### src/rtl/button_event_gen.sv
// Button conditioning for the game tick: sync, debounce, press/long-press classification and an event queue.
// Define AUTO_REPEAT_EN to make held Up/Down re-issue events after LONG_TICKS, every REPEAT_TICKS.
module button_event_gen #(
  parameter int DEB_SAMPLES  = 2,
  parameter int LONG_TICKS   = 20,
  parameter int REPEAT_TICKS = 4,
  parameter int FIFO_DEPTH   = 4
) (
  input  logic                          clk_20Hz,
  input  logic                          rst,
  input  logic                          btnU_raw,
  input  logic                          btnD_raw,
  input  logic                          btnS_raw,
  input  logic                          ev_ack,
  output logic                          ev_valid,
  output logic [2:0]                    ev_code,
  output logic [2:0]                    btn_level,
  output logic [$clog2(FIFO_DEPTH):0]   fifo_count,
  output logic                          overflow
);

  localparam int DW = $clog2(DEB_SAMPLES + 1);
  localparam int HW = $clog2(LONG_TICKS + REPEAT_TICKS + 1);
  localparam int PW = $clog2(FIFO_DEPTH);
  localparam int CW = PW + 1;

  localparam logic [2:0] EV_NONE   = 3'd0;
  localparam logic [2:0] EV_UP     = 3'd1;
  localparam logic [2:0] EV_DOWN   = 3'd2;
  localparam logic [2:0] EV_SELECT = 3'd3;
  localparam logic [2:0] EV_LONG   = 3'd4;

  typedef enum logic [1:0] {S_IDLE = 2'd0, S_HELD = 2'd1, S_LONG_DONE = 2'd2} s_state_t;

  logic [2:0]    raw_s, sync1_r, sync2_r, level_r, flip_s, rise_s;
  logic [DW-1:0] deb_cnt_r [3];
  logic          s_fall_s;
  s_state_t      s_state_r, s_state_s;
  logic [HW-1:0] s_hold_r, s_hold_s;
  logic          set_sel_s, set_long_s;
  logic [1:0]    set_ud_s;
  logic [3:0]    pend_r, pend_s, win_s, set_s;
  logic [2:0]    win_code_s;
  logic          pop_s, push_s, drop_s, full_s;
  logic [2:0]    mem_r [FIFO_DEPTH];
  logic [PW-1:0] wr_ptr_r, rd_ptr_r;
  logic [CW-1:0] count_r;

  assign raw_s = {btnS_raw, btnD_raw, btnU_raw};

  // Two-flop synchroniser for all three pads.
  always_ff @(posedge clk_20Hz or posedge rst) begin
    if (rst) begin
      sync1_r <= 3'b000;
      sync2_r <= 3'b000;
    end else begin
      sync1_r <= raw_s;
      sync2_r <= sync1_r;
    end
  end

  // A level flips on the tick its disagreement count would reach DEB_SAMPLES.
  always_comb begin
    for (int i = 0; i < 3; i++) begin
      flip_s[i] = (sync2_r[i] != level_r[i]) && (deb_cnt_r[i] == DW'(DEB_SAMPLES - 1));
    end
  end
  assign rise_s   = flip_s & ~level_r;
  assign s_fall_s = flip_s[2] & level_r[2];

  // Debounce counters and debounced levels.
  always_ff @(posedge clk_20Hz or posedge rst) begin
    if (rst) begin
      level_r <= 3'b000;
      for (int i = 0; i < 3; i++) deb_cnt_r[i] <= '0;
    end else begin
      level_r <= level_r ^ flip_s;
      for (int i = 0; i < 3; i++) begin
        if ((sync2_r[i] != level_r[i]) && !flip_s[i]) deb_cnt_r[i] <= deb_cnt_r[i] + DW'(1);
        else                                          deb_cnt_r[i] <= '0;
      end
    end
  end

  // Select classifier: short press on release, long press once when the hold reaches LONG_TICKS.
  always_comb begin
    s_state_s  = s_state_r;
    s_hold_s   = s_hold_r;
    set_sel_s  = 1'b0;
    set_long_s = 1'b0;
    case (s_state_r)
      S_IDLE: begin
        if (rise_s[2]) begin
          s_state_s = S_HELD;
          s_hold_s  = '0;
        end else begin
          s_state_s = S_IDLE;
        end
      end
      S_HELD: begin
        if (s_fall_s) begin
          s_state_s = S_IDLE;
          set_sel_s = 1'b1;
        end else if (s_hold_r == HW'(LONG_TICKS - 1)) begin
          s_state_s  = S_LONG_DONE;
          s_hold_s   = HW'(LONG_TICKS);
          set_long_s = 1'b1;
        end else if (s_hold_r < HW'(LONG_TICKS)) begin
          s_hold_s = s_hold_r + HW'(1);
        end else begin
          s_hold_s = s_hold_r;
        end
      end
      S_LONG_DONE: begin
        if (s_fall_s) s_state_s = S_IDLE;
        else          s_state_s = S_LONG_DONE;
      end
      default: begin
        s_state_s = S_IDLE;
        s_hold_s  = '0;
      end
    endcase
  end

  // Select classifier state register.
  always_ff @(posedge clk_20Hz or posedge rst) begin
    if (rst) begin
      s_state_r <= S_IDLE;
      s_hold_r  <= '0;
    end else begin
      s_state_r <= s_state_s;
      s_hold_r  <= s_hold_s;
    end
  end

`ifdef AUTO_REPEAT_EN
  logic [HW-1:0] ud_hold_r [2];
  logic [HW-1:0] ud_hold_s [2];
  logic [1:0]    rep_s;

  // Hold counters cycle through LONG_TICKS..LONG_TICKS+REPEAT_TICKS-1, firing on each entry to LONG_TICKS.
  always_comb begin
    for (int i = 0; i < 2; i++) begin
      rep_s[i]     = 1'b0;
      ud_hold_s[i] = ud_hold_r[i];
      if (rise_s[i]) begin
        ud_hold_s[i] = '0;
      end else if (level_r[i] && !flip_s[i]) begin
        if (ud_hold_r[i] == HW'(LONG_TICKS + REPEAT_TICKS - 1)) begin
          ud_hold_s[i] = HW'(LONG_TICKS);
          rep_s[i]     = 1'b1;
        end else begin
          ud_hold_s[i] = ud_hold_r[i] + HW'(1);
          rep_s[i]     = (ud_hold_r[i] == HW'(LONG_TICKS - 1));
        end
      end else begin
        ud_hold_s[i] = ud_hold_r[i];
      end
    end
  end

  // Up/Down hold counter registers.
  always_ff @(posedge clk_20Hz or posedge rst) begin
    if (rst) begin
      ud_hold_r[0] <= '0;
      ud_hold_r[1] <= '0;
    end else begin
      ud_hold_r[0] <= ud_hold_s[0];
      ud_hold_r[1] <= ud_hold_s[1];
    end
  end

  assign set_ud_s = rise_s[1:0] | rep_s;
`else
  assign set_ud_s = rise_s[1:0];
`endif

  // Fixed-priority pick of one pending event per tick; a re-set of a pending flag merges.
  always_comb begin
    win_s      = 4'b0000;
    win_code_s = EV_NONE;
    if (pend_r[3]) begin
      win_s      = 4'b1000;
      win_code_s = EV_LONG;
    end else if (pend_r[2]) begin
      win_s      = 4'b0100;
      win_code_s = EV_SELECT;
    end else if (pend_r[0]) begin
      win_s      = 4'b0001;
      win_code_s = EV_UP;
    end else if (pend_r[1]) begin
      win_s      = 4'b0010;
      win_code_s = EV_DOWN;
    end else begin
      win_s      = 4'b0000;
      win_code_s = EV_NONE;
    end
  end

  assign set_s  = {set_long_s, set_sel_s, set_ud_s[1], set_ud_s[0]};
  assign pend_s = (pend_r & ~win_s) | set_s;
  assign full_s = (count_r == CW'(FIFO_DEPTH));
  assign pop_s  = ev_valid && ev_ack;
  assign push_s = (|win_s) && (!full_s || pop_s);
  assign drop_s = (|win_s) && full_s && !pop_s;

  // Pending flags, event queue storage/pointers and sticky overflow.
  always_ff @(posedge clk_20Hz or posedge rst) begin
    if (rst) begin
      pend_r   <= 4'b0000;
      wr_ptr_r <= '0;
      rd_ptr_r <= '0;
      count_r  <= '0;
      overflow <= 1'b0;
      for (int i = 0; i < FIFO_DEPTH; i++) mem_r[i] <= EV_NONE;
    end else begin
      pend_r   <= pend_s;
      overflow <= overflow | drop_s;
      if (push_s) begin
        mem_r[wr_ptr_r] <= win_code_s;
        wr_ptr_r        <= wr_ptr_r + PW'(1);
      end
      if (pop_s) rd_ptr_r <= rd_ptr_r + PW'(1);
      case ({push_s, pop_s})
        2'b10:   count_r <= count_r + CW'(1);
        2'b01:   count_r <= count_r - CW'(1);
        default: count_r <= count_r;
      endcase
    end
  end

  assign ev_valid   = (count_r != CW'(0));
  assign ev_code    = ev_valid ? mem_r[rd_ptr_r] : EV_NONE;
  assign fifo_count = count_r;
  assign btn_level  = level_r;

endmodule

### config.mk
export PLATFORM = sky130hd
export DESIGN_NAME = button_event_gen
export DESIGN_NICKNAME = d
export VERILOG_FILES = /design/src/rtl/button_event_gen.sv
export SDC_FILE = /design/constraint.sdc
export NUM_CORES = 1
export LEC_CHECK = 0
export CORE_MARGIN = 5
export CORE_UTILIZATION = 46
export CTS_BUF_LIST = sky130_fd_sc_hd__clkbuf_4
export CTS_CLUSTER_DIAMETER = 150
export DETAILED_ROUTE_END_ITERATION = 10
export PLACE_DENSITY = 0.65
export SETUP_SLACK_MARGIN = 0.4
export SYNTH_ARGS = -nofsm -noshare
export SYNTH_HDL_FRONTEND = slang
export SYNTH_SLANG_ARGS = --single-unit
### constraint.sdc
create_clock -name clk_20Hz -period 4.6 [get_ports clk_20Hz]
set_clock_uncertainty 0.2 [all_clocks]
set_input_delay 0.46 -clock clk_20Hz [delete_from_list [all_inputs] [get_ports clk_20Hz]]
set_output_delay 0.46 -clock clk_20Hz [all_outputs]
set_load 0.01 [all_outputs]
# Word-level counts from Yosys, hierarchy flattened
# Cells that the tools add are included.
[totals] reg_bits=46 input_bits=6 output_inout_bits=11 elab_cells=112
[classes] addsub=8 n_lt_le_gt_ge=4 n_eq_ne=16 n_mux=34 bitwise=11 n_reduce_logical=22
[ops] operator="2-bit two-way mux" count=11
[ops] operator="5-bit two-way mux" count=4
[ops] operator="3-bit two-way mux" count=6
[ops] operator="5-bit case mux with 3 select lines" count=1
[ops] operator="12-bit bitwise mux" count=1
[ops] operator="1-bit logical AND" count=11
[ops] operator="2-bit by 1-bit adder with 2-bit output (second input constant)" count=5
[ops] operator="2-bit by 1-bit equality test with 1-bit output (second input constant)" count=5
[ops] operator="3-bit binary-select mux with 2-bit select" count=1
[ops] operator="3-bit demux with 2-bit select" count=1
[ops] operator="3-bit greater-or-equal comparator (second input constant)" count=2
[ops] operator="1-bit two-way mux" count=6
[ops] operator="3-bit inequality test (second input constant)" count=2
[ops] operator="2-bit NOT with 3-bit output" count=2
[ops] operator="2-bit case mux with 3 select lines" count=1
[ops] operator="3-bit case mux with 2 select lines" count=1
[ops] operator="5-bit by 1-bit adder with 5-bit output (second input constant)" count=1
[ops] operator="5-bit equality test (second input constant)" count=1
[ops] operator="1-bit logical NOT" count=5
[ops] operator="5-bit less-than comparator (second input constant)" count=1
[ops] operator="4-bit bitwise AND" count=1
[ops] operator="2-bit equality test (second input constant)" count=2
[ops] operator="4-bit two-way mux" count=1
[ops] operator="2-bit inequality test (second input constant)" count=2
[ops] operator="19 further kinds" count=21

# Depth between registers and ports, before layout
# Gate-level depths: netlist of run 1.
[depth] ltp_word=8 depth_mapped=11 ltp_nobuf=9

# Least setup slack after synthesis of run 1
# No wires, ideal clock.
[synth_timing] path_kind="register to register" start="register pend_r[3]" end="register count_r[2] (netlist: fifo_count[2])" setup_time_ns=0.079 arrival_ns=2.312 required_time_ns=4.321 setup_slack_ns=2.009 stages_incl_launch_ff=12 n_path_buf=2 period_less_slack_ns=2.591 path_cell_list="dfrtp_1 -> buf_6 -> or4_4 -> nor2b_4 -> buf_12 -> inv_1 -> ha_1 -> inv_1 -> fa_1 -> xor2_1 -> nor2_1 -> xor2_1"
[synth_via] elab_chain_len=5 word_cells_on_any_way=7 classes_between="eq/ne (2); mux (2); reduce/logical (3)"
[synth_rtl] element="start: declaration" line_no="42" text="logic [3:0] pend_r, pend_s, win_s, set_s;"
[synth_rtl] element="start signal: assignment" line_no="217" text="pend_r <= pend_s;"
[synth_rtl] element="4-bit two-way mux (*)" line_no="182" text="if (pend_r[3]) begin"
[synth_rtl] element="4-bit OR reduction (*)" line_no="204" text="assign push_s = (|win_s) && (!full_s || pop_s);"
[synth_rtl] element="1-bit logical AND (*)" line_no="204"
[synth_rtl] element="2-bit by 1-bit equality test with 1-bit output / 2-bit equality test (equally long branches)" line_no="224" text="case ({push_s, pop_s})"
[synth_rtl] element="3-bit case mux with 2 select lines / 2-bit nonzero test (equally long branches)"
[synth_rtl] element="end signal: assignment" line_no="225" text="2'b10: count_r <= count_r + CW'(1);"
[synth_rtl] element="end signal: assignment" line_no="226" text="2'b01: count_r <= count_r - CW'(1);"
[synth_rtl] element="end signal: assignment" line_no="227" text="default: count_r <= count_r;"
[synth_rtl] element="end: declaration" line_no="47" text="logic [CW-1:0] count_r;"
# Mark *: on every way between the ends. The rest lies on a longest branch, timed or not.
# A chain may end at the register's enable or synchronous reset.

# Final worst setup path of run 1
[layout_timing] start="register rd_ptr_r[0]" end="output ev_code[1]"
[layout_via] elab_chain_len=5
[layout_rtl] element="start: declaration" line_no="46" text="logic [PW-1:0] wr_ptr_r, rd_ptr_r;"
[layout_rtl] element="start signal: assignment" line_no="223" text="if (pop_s) rd_ptr_r <= rd_ptr_r + PW'(1);"
[layout_rtl] element="2-bit NOT with 3-bit output (implied by the code)" line_no="233" text="assign ev_code = ev_valid ? mem_r[rd_ptr_r] : EV_NONE;"
[layout_rtl] element="3-bit binary-select mux with 2-bit select" line_no="233"
[layout_rtl] element="3-bit two-way mux (implied by the code) (2 in a row)" line_no="233"
[layout_rtl] element="3-bit two-way mux" line_no="233"
[layout_rtl] element="end: declaration" line_no="16" text="output logic [2:0] ev_code,"
# Every way passes these cells. The select of a mux whose other input is x is not followed.

==> results.yml, run 1 <==
sta:
  hold-worst-slack_ns: 0.1651
  fin_crit_ns: 2.737
  drv_slew: 0
  max_slew_margin_pct: 48.60
  finalHoldViolations: 0
  rsz0062_at_grt: "no"
  final.setup.tns_ns: 0
  timing_worst_slew_pin_value_ns: 0.7674
  timing.final.setup_violations: 0
  fmax_ghz: 0.3653
  final_min_period_over_clock_period_pct: 59.51
power_and_ir_drop:
  leakagePower_nw: 1.208
  cellPowerDensity_mw_per_mm2: 562.3
  vdd_drop_max_mv: 0.2290
drt:
  vias_per_cell: 4.948
  drcViolationCount: 0
  detail-route-antenna-nets: 0
  first_iteration_detailed_routing_drc_count: 58
  wl_per_cell_um: 13.32
  drt_pre_antenna_iters: 4
  drt_wl_total_um: 3611
  vias: 1341
synth:
  synth_seq_cells: 46
  number_of_flops_mapped_to_enable_cells_by_yosys: 0
  seq_area_frac_synth_pct: 50.11
  postSynthAreaPerCell_um2: 12.55
  synth_mux_area_share_pct: 11.76
  synth_simple_gate_area_share_pct: 16.56
  syn_area_mm2: 0.002297
  netlist-cell-type-count: 42
  yosysWarningCount: 0
  synth_cells: 183
  adder_and_majority_gate_portion_of_the_synthesized_area_pct: 7.952
  synth_compound_area_share_pct: 5.882
  synth_top_family_by_area: "simple AND/OR/NAND/NOR gates"
  synthFlopType: "dfrtp_1"
  async_flop_share_pct: 100.0
  xor_xnor_cell_area_share_of_the_yosys_netlist_pct: 3.431
  synth_nets: 203
clock_tree:
  cts_tree: "yes"
  clock_tree.buffer_depth: 2
  number_of_buffers_created_by_cts: 5
  clock_latency_ns: 0.35
  cts_max_level: 2
  cts_hold_fix_bufs: 0
  cts_resized: 0
  clk_pin_slew_ns: 0.15
  clock_root_buffer_master: "clkbuf_4"
  cts.sinks: 46
  buffers_inserted_during_post_cts_setup_optimization: 0
global_routing:
  grt_pass1_vias: 1366
  grt_util_met3_pct: 3.700
  grt_antenna_before_repair: 0
  grt_start_max_net_pins: 47
  leftover_overflow_at_the_end_of_global_routing: 0
  global_route.usage.met2_pct: 21.52
  first_pass_grt_wire_length_um: 6279
  busiest_layer: "met2"
  grt_util_all_layers_pct: 12.60
  met1_usage_pct: 15.18
placement:
  dpl.hpwl_um: 2709
  place.gp.congestion: 0.8316
  placed_cell_area_mm2: 0.002510
  io_buffers: 16
layout:
  fillerInstances: 418
  most-common-layout-cells: "dfrtp_1 (46), clkdlybuf4s50_1 (16), inv_1 (15), ha_1 (13)"
  multi_input_area_mm2: 0.001047
  regArea_mm2: 0.001151
  final_layout_size_suffix_gt1_share_pct: 16.67
  finalInstanceArea_mm2: 0.002569
  finish.net_count: 223
  n_antenna_cell: 0
  area_delta_synth_final_pct: 11.82
  most_common_cell_after_layout_fill_and_taps_aside: "dfrtp_1"
setup_path:
  crit_arrival_ns: 2.08
  setup.worst_path.end_class: "output pin"
  timing_worst_setup_path_type: "reg2out"
  crit_path_max_fanout: 5
  worst_setup_path_start_kind: "flip-flop"
  worst_ep_required_time_ns: 3.94
die:
  core-area_mm2: 0.004786
  chipHeight_um: 80.67
  core.rowCount: 25
  initial_core_util_pct: 48.00
  pin_count: 17
  fp.dieArea_mm2: 0.006507
  die_x_um: 80.67
outcome:
  outcome: "completed"
run:
  maxCapViolations: 0
min_path:
  classification_of_the_worst_slack_hold_path: "reg2reg"
worst max-delay path, stage by stage, from the launching register on:
cell             delay [ns]
dfrtp_1                0.53
mux4_2                 0.55
and2_1                 0.17
clkdlybuf4s50_1        0.47
final timing paths:
| check | cells past startpoint | end | slack (ns) | start |
|---|---|---|---|---|
| setup / recovery | 3 | ev_code[1] | 1.86 | rd_ptr_r[0]$_DFFE_PP0P_ |
| hold / removal | 0 | sync2_r[2]$_DFF_PP0_ | 0.17 | sync1_r[2]$_DFF_PP0_ |
| setup reg to reg | 9 | fifo_count[2]$_DFFE_PP0P_ | 1.89 | pend_r[3]$_DFF_PP0_ |
| hold reg to reg | 0 | sync2_r[2]$_DFF_PP0_ | 0.17 | sync1_r[2]$_DFF_PP0_ |
| max in group asynchronous | 3 | pend_r[0]$_DFF_PP0_ | 3.47 | rst |
| min in group asynchronous | 3 | overflow$_DFF_PP0_ | 0.33 | rst |
cell usage after synthesis, drive strengths merged (3+ instances only):
cell    instances  share of area [%]
and2            4                1.1
o21ai           9                2.0
dfrtp          46                 50
nor2           12                2.0
xnor2           3                1.1
mux2           14                8.8
nand3b          5                1.6
xor2            6                2.3
a21oi           4               0.87
ha             13                7.1
inv            16                2.6
mux4            3                2.9
nand2b          3               0.82
nand3           4               0.87
nand2          14                5.1
cell type report:
type,count,area share (%)
flip-flops and latches,46,44.81
well taps,67,3.264
repair buffers,17,6.527
clock buffers,5,1.461
inverters,16,2.338
multi-input cells,117,40.77
clock inverters,3,0.8281
logic make-up after synthesis:
group	after synthesis
and+or+nand+nor	55
DFF	46
AOI/OAI and AO/OA	22
buffers and inverters	20
muxes	17
adders and majority gates	14
xor gates and xnor gates	9
stage by stage:
step	worst slack (ns)	util, %	total power (W)	std cells
after floorplan	2.009	-	0.001095	183
after CTS	1.823	53.67	0.001466	271
final	1.863	53.67	0.001444	271
after detailed placement	1.757	52.44	0.001272	263
after global placement	1.860	52.44	0.001230	263
after global routing	1.742	53.67	0.001559	271
per-layer routing:
layer,up-vias,part of all wire [%]
li1,667,-
met1,647,45
met2,21,49
met3,6,3.7
met4,0,1.6
met5,-,0
state kept, by name, indices dropped and copies added (netlist names), named ones only:
name	flops
fifo_count	3
s_state_r	2
pend_r	4
mem_r	12
sync1_r	3
s_hold_r	5
wr_ptr_r	2
sync2_r	3
overflow	1
deb_cnt_r	6
rd_ptr_r	2
report_power, final:
group	switching (W)	internal, W
sequential	0.000108	0.000522
combinational	0.000305	0.000320
clock	0.000130	0.0000596
Power figures use the tool's default switching activity.
==> inputs of run 2 (changes only) <==
Clock period 4.6 ns to 2.6 ns, I/O delays scaled along.
==> results.yml, run 2 (synthesis gave the netlist of run 1 again) <==
clock_tree:
  cts_max_level: 2
  cts_tree: "yes"
  clk_pin_slew_ns: 0.13
  clock_root_buffer_master: "clkbuf_4"
  cts.sinks: 46
  clock_tree.buffer_depth: 2
  clock_latency_ns: 0.35
  number_of_buffers_created_by_cts: 5
  cts_hold_fix_bufs: 0
global_routing:
  first_pass_grt_wire_length_um: 6644
  grt_pass1_vias: 1426
  grt_antenna_before_repair: 0
  grt_util_all_layers_pct: 13.62
  global_route.usage.met2_pct: 21.94
  busiest_layer: "met2"
  met1_usage_pct: 16.80
  grt_util_met3_pct: 5.045
  grt_start_max_net_pins: 29
  leftover_overflow_at_the_end_of_global_routing: 0
die:
  chipHeight_um: 80.67
  die_x_um: 80.67
  initial_core_util_pct: 48.00
  fp.dieArea_mm2: 0.006507
  pin_count: 17
  core-area_mm2: 0.004786
  core.rowCount: 25
layout:
  area_delta_synth_final_pct: 17.54
  largest_registers: "mem_r: 12 flops, deb_cnt_r: 6 flops, s_hold_r: 5 flops"
  most_common_cell_after_layout_fill_and_taps_aside: "dfrtp_1"
  largest_register_ffs: 12
  n_antenna_cell: 0
  finalInstanceArea_mm2: 0.002700
  registers.top_by_ff_count: "mem_r"
  final_layout_size_suffix_gt1_share_pct: 27.73
  finish.net_count: 239
  most-common-layout-cells: "dfrtp_1 (43), buf_4 (16), inv_1 (13)"
drt:
  wl_per_cell_um: 13.85
  drcViolationCount: 0
  drt_wl_total_um: 3975
  vias: 1416
  drt_pre_antenna_iters: 4
  vias_per_cell: 4.934
  first_iteration_detailed_routing_drc_count: 82
  detail-route-antenna-nets: 0
power_and_ir_drop:
  cellPowerDensity_mw_per_mm2: 1008
  sequentialPowerShare_pct: 40.7
  net_switching_fraction_of_the_power_pct: 36.71
  switchingPower_w: 0.0009986
  p_clk_share_pct: 12.1
  intPower_w: 0.001722
  pwr-share-comb_pct: 47.1
  vdd_drop_max_mv: 0.4231
  leakagePower_nw: 1.293
setup_path:
  cpPeakStageDelay_ns: 0.54
  setup.worst_path.end_class: "flip-flop"
  crit_arrival_ns: 2.39
  path_common_cell: "xor2_1"
  cell_type_of_the_slowest_stage_on_the_worst_timing_path: "or4_4"
  crit_path_max_fanout: 2
  worst_setup_path_start_kind: "flip-flop"
  timing.critical_path.cells: "or4_4 > nor2b_4 > inv_4 > ha_4 > inv_2 > fa_2 > xor2_1 > nor2_1 > xor2_1"
  worst_ep_required_time_ns: 2.69
  timing_worst_setup_path_type: "reg2reg"
sta:
  drv_slew: 0
  final_min_period_over_clock_period_pct: 88.70
  timing_worst_slew_pin_value_ns: 1.017
  fin_crit_ns: 2.306
  max_slew_margin_pct: 31.77
  finalHoldViolations: 0
  rsz0062_at_grt: "yes"
  fmax_ghz: 0.4336
  hold-worst-slack_ns: 0.1165
  final.setup.tns_ns: 0
  timing.final.setup_violations: 0
placement:
  dpl.hpwl_um: 2884
  place.gp.congestion: 0.7787
  io_buffers: 16
  placed_cell_area_mm2: 0.002550
outcome:
  outcome: "completed"
min_path:
  classification_of_the_worst_slack_hold_path: "in2async"
run:
  maxCapViolations: 0
## run 2: changes by cell type in the layout (fill, tap and decap cells not counted), sizes merged
cell           change
buf               +18
clkdlybuf4s50      -4
clkbuf             +2
clkinvlp           -1
dlygate4sd2        +1
## run 2: worst paths after layout
path | from | to | cells after the start | slack, ns
setup / recovery | pend_r[3]$_DFF_PP0_ | fifo_count[2]$_DFFE_PP0P_ | 9 | 0.29
hold / removal | rst | rd_ptr_r[1]$_DFFE_PP0P_ | 2 | 0.12
setup reg to reg | pend_r[3]$_DFF_PP0_ | fifo_count[2]$_DFFE_PP0P_ | 9 | 0.29
hold reg to reg | sync1_r[1]$_DFF_PP0_ | sync2_r[1]$_DFF_PP0_ | 0 | 0.16
max in group asynchronous | rst | wr_ptr_r[1]$_DFFE_PP0P_ | 3 | 1.44
min in group clk_20Hz | btnU_raw | sync1_r[0]$_DFF_PP0_ | 1 | 0.12
## run 2: layout make-up
type	count	area, um^2
repair buffers	33	275.3
flip-flops and latches	46	1155
clock buffers	6	45.04
clock inverters	2	8.758
inverters	16	62.56
fillers	400	2086
multi-input cells	117	1070
well taps	67	83.83
## run 2: layer usage
metal | wire (um) | part of all wire (%)
met5 | 0 | 0
met4 | 46 | 1.2
met3 | 155 | 3.9
met2 | 2032 | 51
met1 | 1741 | 44
## run 2: stage by stage
stage / utilization, % / instances / power (W) / worst slack [ns]
2_1_floorplan: - / 183 / 0.001969 / 0.1255
3_3_place_gp: 53.28 / 266 / 0.002218 / 0.2619
3_5_place_dp: 53.28 / 266 / 0.002294 / 0.2087
4_1_cts: 55.45 / 282 / 0.002688 / 0.2772
5_1_grt: 56.42 / 287 / 0.002934 / 0.1645
6_report: 56.42 / 287 / 0.002721 / 0.2939
## run 2: timing repair
action	CTS	global route
pin swaps	3	0
gates resized for setup	12	7
endpoints found under the setup margin	6	16
buffers inserted	8	5
## run 2: critical path, delay by kind of cell, from the launching register on
kind,cells,cell delay [ns]
XOR/XNOR,2,0.31
flip-flops,1,0.40
adder cells (fa/ha/maj),2,0.44
AND/OR/NAND/NOR,3,0.79
buffers and inverters,2,0.09
## run 2: power by group through the flow
stage / combinational, W / clock (W) / sequential [W]
final: 0.00128 / 0.000330 / 0.00111
after floorplan: 0.000871 / 0 / 0.00110
after detailed placement: 0.00116 / 0 / 0.00114
after global routing: 0.00142 / 0.000380 / 0.00114
after CTS: 0.00123 / 0.000342 / 0.00111
after global placement: 0.00110 / 0 / 0.00112
==> inputs of run 3 (changes only) <==
Settings changed: ABC_AREA set to 1.
==> results.yml, run 3 <==
die:
  core-area_mm2: 0.004817
  die_x_um: 80.92
  core.rowCount: 25
  chipHeight_um: 80.92
  initial_core_util_pct: 48.03
  fp.dieArea_mm2: 0.006547
  pin_count: 17
synth:
  synth.top_cell.area_share_pct: 49.76
  synthFlopType: "dfrtp_1"
  yosys-top-cells-count: "dfrtp_1 (46), nand2_1 (38), inv_1 (33)"
  postSynthAreaPerCell_um2: 9.520
  number_of_flops_mapped_to_enable_cells_by_yosys: 0
  netlist-cell-type-count: 29
  syn_area_mm2: 0.002313
  synth_nets: 263
  yosysWarningCount: 0
  synth_seq_cells: 46
  synth.top_cells.by_area: "dfrtp_1 (50%), ha_1 (7.0%), nand2_1 (6.2%)"
  synth_area_leader_cell: "dfrtp_1"
  async_flop_share_pct: 100.0
  synth_most_common_cell: "dfrtp_1"
  synth_cells: 243
  seq_area_frac_synth_pct: 49.76
layout:
  fillerInstances: 438
  largest_registers: "mem_r: 12 flops, deb_cnt_r: 6 flops, s_hold_r: 5 flops"
  area_delta_synth_final_pct: 17.31
  registers.top_by_ff_count: "mem_r"
  most_common_cell_after_layout_fill_and_taps_aside: "dfrtp_1"
  final_core_utilization_pct: 56.34
  most-common-layout-cells: "dfrtp_1 (43), nand2_1 (38), inv_1 (31), nor2_1 (25), o21ai_0 (23)"
  finish.net_count: 295
  n_antenna_cell: 0
  final_layout_size_suffix_gt1_share_pct: 17.75
  largest_register_ffs: 12
setup_path:
  timing.critical_path.cells: "nor2_4 > nand2_2 > nand2_1 > inv_2 > ha_1 > inv_1 > fa_2 > o21ai_0"
  setup.worst_path.end_class: "flip-flop"
  crit_start: "fifo_count[0]$_DFFE_PP0P_"
  cpPeakStageDelay_ns: 0.46
  crit_path_end: "fifo_count[1]$_DFFE_PP0P_"
  regToRegEndpoint: "fifo_count[1]$_DFFE_PP0P_"
  r2r.worst_path.cells: 8
  crit_arrival_ns: 2.14
  setup.reg_to_reg.worst_slack_ns: 0.54
  worst_r2r_startpoint: "fifo_count[0]$_DFFE_PP0P_"
  worst_setup_path_start_kind: "flip-flop"
  crit_path_max_fanout: 3
  cell_type_of_the_slowest_stage_on_the_worst_timing_path: "dfrtp_2"
  worst_ep_required_time_ns: 2.68
  timing_worst_setup_path_type: "reg2reg"
clock_tree:
  cts_max_level: 2
  clock_root_buffer_master: "clkbuf_4"
  clk_pin_slew_ns: 0.13
  number_of_buffers_created_by_cts: 5
  clock_latency_ns: 0.35
  clock_tree.buffer_depth: 2
  cts_tree: "yes"
  cts.sinks: 46
sta:
  timing_worst_slew_pin_value_ns: 0.4579
  rsz0062_at_grt: "no"
  final.setup.tns_ns: 0
  finalHoldViolations: 0
  max_slew_margin_pct: 69.15
  fin_crit_ns: 2.057
  final_min_period_over_clock_period_pct: 79.12
  drv_slew: 0
  timing.final.setup_violations: 0
  postLayoutSetupSlackWorst_ns: 0.5430
  fmax_ghz: 0.4861
drt:
  wl_per_cell_um: 11.48
  detail-route-antenna-nets: 0
  drcViolationCount: 0
  vias: 1611
  vias_per_cell: 4.697
  first_iteration_detailed_routing_drc_count: 101
  drt_pre_antenna_iters: 4
  drt_wl_total_um: 3937
global_routing:
  grt_util_all_layers_pct: 13.69
  grt_pass1_vias: 1504
  leftover_overflow_at_the_end_of_global_routing: 0
  grt_antenna_before_repair: 0
  grt_start_max_net_pins: 19
  first_pass_grt_wire_length_um: 6913
placement:
  place.gp.congestion: 0.7684
  dpl.hpwl_um: 2794
  place_ws_ns: 0.1653
  io_buffers: 16
min_path:
  classification_of_the_worst_slack_hold_path: "in2reg"
run:
  maxCapViolations: 0
outcome:
  outcome: "completed"
power_and_ir_drop:
  leakagePower_nw: 1.282
  vdd_drop_max_mv: 0.5369
  cellPowerDensity_mw_per_mm2: 1002
[run 3: cell count changes in the layout (fill, tap and decap cells not counted), sizes merged, moves of 4 or more]
cell	change
mux2	-14
buf	-9
o21ai	+21
nand2	+31
and2	-4
nand3	+10
o21bai	+7
inv	+20
nor2	+18
a21oi	+4
[run 3: routing by layer]
layer	global-route usage [%]	up-vias	routed length, um
met5	0	-	0
met4	4.561	0	54
met3	2.661	5	128
met2	20.94	24	1738
met1	19.49	734	2016
li1	-	848	-
[run 3: cell type report]
class                      count  area [um^2]  share of cell area [%]
sequential                    46         1155                   42.55
multi-input combinational    160         1017                   37.48
timing repair buffer          27        241.5                   8.898
inverter                      35        133.9                   4.933
tap                           67        83.83                   3.089
clock inverter                 3        45.04                   1.660
clock buffer                   5        37.54                   1.383
[run 3: worst min-delay path by stage]
stage                               startpoint                    to  slack (ns)  cells past startpoint
after floorplan                       btnU_raw  sync1_r[0]$_DFF_PP0_        0.09                      0
after global placement    sync1_r[1]$_DFF_PP0_  sync2_r[1]$_DFF_PP0_        0.14                      0
after CTS                             btnU_raw  sync1_r[0]$_DFF_PP0_        0.11                      1
after global routing                  btnU_raw  sync1_r[0]$_DFF_PP0_        0.10                      1
after detailed placement  sync1_r[0]$_DFF_PP0_  sync2_r[0]$_DFF_PP0_        0.14                      0
final                                 btnD_raw  sync1_r[1]$_DFF_PP0_        0.13                      1
[run 3: per-stage QoR]
| step | power [W] | area (um^2) | instances | hold WS (ns) |
|---|---|---|---|---|
| 3_3_place_gp | 0.002223 | 2556 | 326 | 0.1353 |
| 5_1_grt | 0.002957 | 2714 | 343 | 0.1005 |
| 4_1_cts | 0.002683 | 2658 | 336 | 0.1062 |
| 3_5_place_dp | 0.002239 | 2556 | 326 | 0.1381 |
| 2_1_floorplan | 0.001858 | 2313 | 243 | 0.09143 |
| 6_report | 0.002720 | 2714 | 343 | 0.1293 |
[run 3: what timing repair did]
item,4_1_cts,5_1_grt
hold buffers,1,0
endpoints found under the hold margin,15,0
gates resized for setup,7,2
pin swaps,0,4
endpoints found under the setup margin,3,1
buffers inserted,1,7
cloned,0,0
[run 3: critical path: cells and delay by family, from the launching register on]
kind | cells | cell delay [ns]
AO/OA/AOI/OAI | 1 | 0.17
adder cells (fa/ha/maj) | 2 | 0.63
buffers and inverters | 2 | 0.15
flip-flops | 1 | 0.46
AND/OR/NAND/NOR | 3 | 0.37
[run 3: kinds of logic after synthesis]
| group | synth area share, % |
|---|---|
| xor+xnor | 2.218 |
| fa+ha+maj | 7.896 |
| compound gates | 11.79 |
| simple gates | 21.96 |
| buf+inv | 6.382 |
| flops | 49.76 |
[run 3: power by group]
part | internal (W) | switching [W] | total [W] | leakage [nW]
Sequential | 0.000911 | 0.000159 | 0.00107 | 0.593
Clock | 0.000202 | 0.000231 | 0.000433 | 0.0374
Combinational | 0.000550 | 0.000667 | 0.00122 | 0.652
Total | 0.00166 | 0.00106 | 0.00272 | 1.28
